--- src/rtl/imem_loader.sv ---
// ----------------------------------------------------------------------------
// imem_loader : boots instruction memory from a byte stream (header, LE words,
//               XOR checksum) and releases the core reset on a good load.
// Revision    : 1.0
// ----------------------------------------------------------------------------
`default_nettype none

module imem_loader #(
  parameter int          IMEM_DEPTH = 1024,
  parameter logic [29:0] BASE_ADDR  = 30'd0
) (
  input  logic        clk,
  input  logic        rst_n,
  input  logic        in_valid,
  input  logic [7:0]  in_data,
  output logic        in_ready,
  output logic        imem_we,
  output logic [29:0] imem_addr,
  output logic [31:0] imem_wdata,
  output logic        core_rst_n,
  output logic        done,
  output logic        error,
  output logic [15:0] loaded_words
);

  localparam logic [2:0] S_HDR0 = 3'd0;
  localparam logic [2:0] S_HDR1 = 3'd1;
  localparam logic [2:0] S_DATA = 3'd2;
  localparam logic [2:0] S_CSUM = 3'd3;
  localparam logic [2:0] S_DONE = 3'd4;
  localparam logic [2:0] S_ERR  = 3'd5;

  localparam logic [31:0] DEPTH_LIM = IMEM_DEPTH;

  logic [2:0]  state;
  logic [2:0]  next_state;
  logic [7:0]  n_lo;
  logic [15:0] n_words;
  logic [15:0] word_idx;
  logic [1:0]  byte_idx;
  logic [23:0] wbuf;
  logic [7:0]  checksum;

  logic        xfer;
  logic [15:0] n_hdr;
  logic        last_byte;
  logic        last_word;
  logic        ready_d;
  logic        done_d;
  logic        error_d;

  assign xfer      = in_valid & in_ready;
  assign n_hdr     = {in_data, n_lo};
  assign last_byte = (byte_idx == 2'd3);
  assign last_word = (word_idx == n_words - 16'd1);

  always_ff @(posedge clk) begin
    if (!rst_n) begin
      state <= S_HDR0;
    end else begin
      state <= next_state;
    end
  end

  always_comb begin
    next_state = state;
    case (state)
      S_HDR0: if (xfer) next_state = S_HDR1;
      S_HDR1: begin
        if (xfer) begin
          if ({16'd0, n_hdr} > DEPTH_LIM) begin
            next_state = S_ERR;
          end else if (n_hdr == 16'd0) begin
            next_state = S_CSUM;
          end else begin
            next_state = S_DATA;
          end
        end
      end
      S_DATA: if (xfer && last_byte && last_word) next_state = S_CSUM;
      S_CSUM: if (xfer) next_state = (in_data == checksum) ? S_DONE : S_ERR;
      S_DONE: next_state = S_DONE;
      S_ERR:  next_state = S_ERR;
      default: next_state = S_HDR0;
    endcase
  end

  // Status outputs are registered from the upcoming state so they change on
  // the same edge that accepts the deciding byte.
  always_comb begin
    ready_d = (next_state != S_DONE) && (next_state != S_ERR);
    done_d  = (next_state == S_DONE);
    error_d = (next_state == S_ERR);
  end

  always_ff @(posedge clk) begin
    if (!rst_n) begin
      in_ready     <= 1'b0;
      imem_we      <= 1'b0;
      imem_addr    <= BASE_ADDR;
      imem_wdata   <= 32'd0;
      core_rst_n   <= 1'b0;
      done         <= 1'b0;
      error        <= 1'b0;
      loaded_words <= 16'd0;
      checksum     <= 8'd0;
      byte_idx     <= 2'd0;
      word_idx     <= 16'd0;
      n_lo         <= 8'd0;
      n_words      <= 16'd0;
      wbuf         <= 24'd0;
    end else begin
      in_ready   <= ready_d;
      done       <= done_d;
      error      <= error_d;
      core_rst_n <= done_d;
      imem_we    <= 1'b0;
      if (xfer) begin
        case (state)
          S_HDR0: begin
            n_lo     <= in_data;
            checksum <= checksum ^ in_data;
          end
          S_HDR1: begin
            n_words  <= n_hdr;
            checksum <= checksum ^ in_data;
          end
          S_DATA: begin
            checksum <= checksum ^ in_data;
            byte_idx <= byte_idx + 2'd1;
            if (last_byte) begin
              imem_we      <= 1'b1;
              imem_addr    <= BASE_ADDR + {14'd0, word_idx};
              imem_wdata   <= {in_data, wbuf};
              loaded_words <= loaded_words + 16'd1;
              word_idx     <= word_idx + 16'd1;
            end else begin
              wbuf[{byte_idx, 3'b000} +: 8] <= in_data;
            end
          end
          default: ;
        endcase
      end
    end
  end

endmodule

`default_nettype wire

--- config.mk ---
export PLATFORM = sky130hd
export DESIGN_NAME = imem_loader
export DESIGN_NICKNAME = d
export VERILOG_FILES = /design/src/rtl/imem_loader.sv
export SDC_FILE = /design/constraint.sdc
export NUM_CORES = 1
export LEC_CHECK = 0
export BUFFER_PORTS_ARGS = -buffer_cell sky130_fd_sc_hd__buf_2
export CAP_MARGIN = 20
export CELL_PAD_IN_SITES_DETAIL_PLACEMENT = 0
export CELL_PAD_IN_SITES_GLOBAL_PLACEMENT = 2
export CORE_MARGIN = 2
export CORE_UTILIZATION = 39
export CTS_BUF_LIST = sky130_fd_sc_hd__clkbuf_8
export DETAILED_ROUTE_END_ITERATION = 10
export GPL_ROUTABILITY_DRIVEN = 0
export GPL_TIMING_DRIVEN = 0
export HOLD_SLACK_MARGIN = 0.12
export PLACE_DENSITY_LB_ADDON = 0.1
export SYNTH_ARGS = -nofsm -noshare
export SYNTH_HDL_FRONTEND = slang
export SYNTH_SLANG_ARGS = --single-unit
--- constraint.sdc ---
create_clock -name clk -period 3 [get_ports clk]
set_input_delay 0.3 -clock clk [delete_from_list [all_inputs] [get_ports clk]]
set_output_delay 0.3 -clock clk [all_outputs]
set_load 0.005 [all_outputs]
==> reports/metrics.yaml <==
outcome:
  outcome: "finished clean"
worst_setup_path:
  worstPathRequired_ns: 3.38
  end_kind: "register"
  crit_type: "reg -> reg"
  worst_ep_arrival_time_ns: 2.88
  critPathMaxFanout: 8
  crit_path_start_kind: "register"
finish:
  area_growth_pct: 16.0
  multiInputGateArea_um2: 3420
  diodes: 0
  drive_gt1_frac: 0.161
  finish.instance_area_um2: 7760
  utilization: 0.465
  nets: 898
  regArea_um2: 2900
  final_cells: 1112
  nFillCells: 1685
power_and_ir_drop:
  p_per_area_nw_per_um2: 475
  p_seq_frac: 0.531
  p_int_uw: 2790
  clockPowerShare: 0.409
  p_comb_frac: 0.060
  ir_worst_vdd_mv: 0.277
  p_leak_uw: 0.00295
  p_switching_uw: 894
  switching_share: 0.242
die:
  start_util: 0.401
  row_count: 47
  ios: 94
  die-area_um2: 18200
  dieHeight_um: 135
  die_w_um: 135
  coreArea_um2: 16700
drt:
  drc_errors: 0
  wl_mm: 17.0
  wire_per_inst_um: 15.3
  drtIter0Drc: 250
  drt_first_pass_iters: 5
  vias: 5471
  ant_nets: 0
  drt-vias-per-instance: 4.92
yosys:
  yosysUniqueCellTypes: 50
  ys_seq_area_frac: 0.434
  synth_top_cell_by_area: "dfxtp_1"
  synth_edf_count: 0
  ys.flop_type: "dfxtp_1"
  synth-seq-cells: 145
  syn_area_per_cell_um2: 8.62
  syn_inst: 776
  syn-cell-area_um2: 6690
  synth_area_leaders: "dfxtp_1, a21boi_0, nand2_1, xor2_1, xnor2_1"
  async_flop_share: 0
  yosys_warnings: 0
  synth_top_area_share: 0.434
clock_network:
  insertion_delay_ns: 0.45
  htree_levels: 4
  clk_pin_slew_ns: 0.08
  cts_tree: "built"
  cts_sinks: 145
  clockBufferDepth: 2
  cts_root_buf: "clkbuf_8"
  cts_made_buffers: 17
timing:
  finClkSkew_ns: 0.00732
  slew_headroom: 0.393
  finalCritPeriodShare: 0.835
  hold_violations: 0
  min_period_ns: 2.51
  rsz0062_at_grt: "false"
  max_freq_ghz: 0.399
  setup_viol: 0
  final_max_slew_viol_count: 0
  tightest_slew_ns: 0.908
  finalSetupTns_ns: 0
place:
  post_dp_cell_area_um2: 7360
  dp_hpwl_mm: 12.3
  port_buffers: 70
  dp_cells: 1079
grt:
  grt_overflow_total: 0
  grt_start_max_net_pins: 17
  grt_pass1_vias: 5115
  grtUsageTotal: 0.192
  antenna_found_initial: 0
  grt_first_pass_wirelength_mm: 27.0
min_path:
  hp-class: "in -> reg"
run:
  maxCapViolations: 0
-- critical path, stage by stage, from the launching register on --
cell	delay (ns)
dfxtp_1	0.37
inv_1	0.08
ha_1	0.20
nor3b_2	0.47
and4_1	0.26
a21oi_1	0.04
a2111oi_0	0.59
nand3_1	0.23
o21ai_1	0.19
-- synthesized netlist by cell type (8+ instances only) --
cell type  number
a21boi_0       96
and2_1         23
buf_2           9
buf_4          20
clkbuf_1       27
dfxtp_1       145
ha_1            8
inv_1          12
mux2i_1        11
nand2_1       183
nand3_1        37
nand4_1        11
nor2_1          8
nor2b_1        22
nor3_1          9
o21ai_0        13
or3_1          15
xnor2_1        29
xor2_1         30
-- power groups by stage --
stage	sequential [µW]	clock (µW)	combinational, µW
4_1_cts	1960	1550	222
6_report	1960	1510	220
2_1_floorplan	2000	0	163
3_3_place_gp	2000	0	218
3_5_place_dp	2000	0	220
5_1_grt	1960	1640	241
-- registers in the layout, summed over array words and instances (netlist names), 2 cells and up --
| signal | cells |
|---|---|
| imem_wdata | 32 |
| wbuf | 24 |
| imem_addr | 16 |
| loaded_words | 16 |
| n_words | 16 |
| word_idx | 16 |
| checksum | 8 |
| n_lo | 8 |
| state | 3 |
| byte_idx | 2 |
-- kinds of logic (layout without fill, tap and decap cells) --
family,Yosys count,after routing,share of synthesized area
buf+inv,78,181,0.0623
simple gates,340,340,0.247
other cells,1,14,0.000561
compound gates,134,134,0.148
mux,11,11,0.0165
fa+ha+maj,8,8,0.0150
xor+xnor,59,59,0.0772
flops,145,145,0.434
-- routing by layer --
metal	global-route usage	share of wire	vias up	routed length [µm]
met5	0	0	-	0
met4	0.0556	0.010	0	173
met3	0.0409	0.056	14	950
met2	0.298	0.44	121	7490
met1	0.270	0.49	2560	8420
li1	-	-	2776	-
-- cell usage in the layout, fill, tap and decap left out, drive strengths merged, types with 3 or more instances in the layout --
cell,netlist,final
o21ai,14,14
xnor2,29,29
o211ai,3,3
or3,15,15
nor2,9,9
or4,3,3
mux2i,11,11
nor4,6,6
and2,23,23
nand2,183,183
buf,39,109
ha,8,8
nor3b,4,4
a21oi,4,4
clkinvlp,0,4
clkinv,0,8
and4,3,3
a31oi,4,4
dfxtp,145,145
a21boi,101,101
conb,1,14
xor2,30,30
nand3b,3,3
clkbuf,27,45
nand4,11,11
and3,5,5
inv,12,12
nand3,37,37
nor3,9,9
nor2b,23,23
-- final timing paths --
| kind | start | to | slack [ns] | cells past startpoint |
|---|---|---|---|---|
| worst max-delay path | n_words[0] | state[0] | 0.49 | 8 |
| worst min-delay path | in_data[5] | n_words[13] | 0.16 | 3 |
| worst max register to register | n_words[0] | state[0] | 0.49 | 8 |
| worst min register to register | imem_addr[7] | imem_addr[7] | 0.46 | 2 |
-- cell type report --
| class | instances | share of cell area |
|---|---|---|
| multi-input cells | 566 | 0.440 |
| plain buffers | 66 | 0.0479 |
| repair buffers | 71 | 0.0464 |
| clock inverters | 14 | 0.0182 |
| clock buffers | 18 | 0.0319 |
| flip-flops and latches | 145 | 0.374 |
| inverters | 12 | 0.00580 |
| well taps | 220 | 0.0355 |
-- per-stage QoR --
step                hold slack [ns]  power [µW]  setup WS (ns)
finish                        0.158        3690          0.494
CTS                           0.136        3730          0.479
global placement              0.450        2220          0.671
global route                  0.137        3840          0.322
detailed placement            0.454        2220          0.502
floorplan                     0.431        2160           1.10
-- what timing repair did --
| item | CTS | global route |
|---|---|---|
| hold buffers | 1 | 0 |
| setup buffers | 0 | 0 |
| resized for setup | 0 | 0 |
| endpoints found under the setup margin | 0 | 0 |
| hold endpoints to repair | 1 | 0 |
Note: power is estimated with default switching activity, not from simulation.
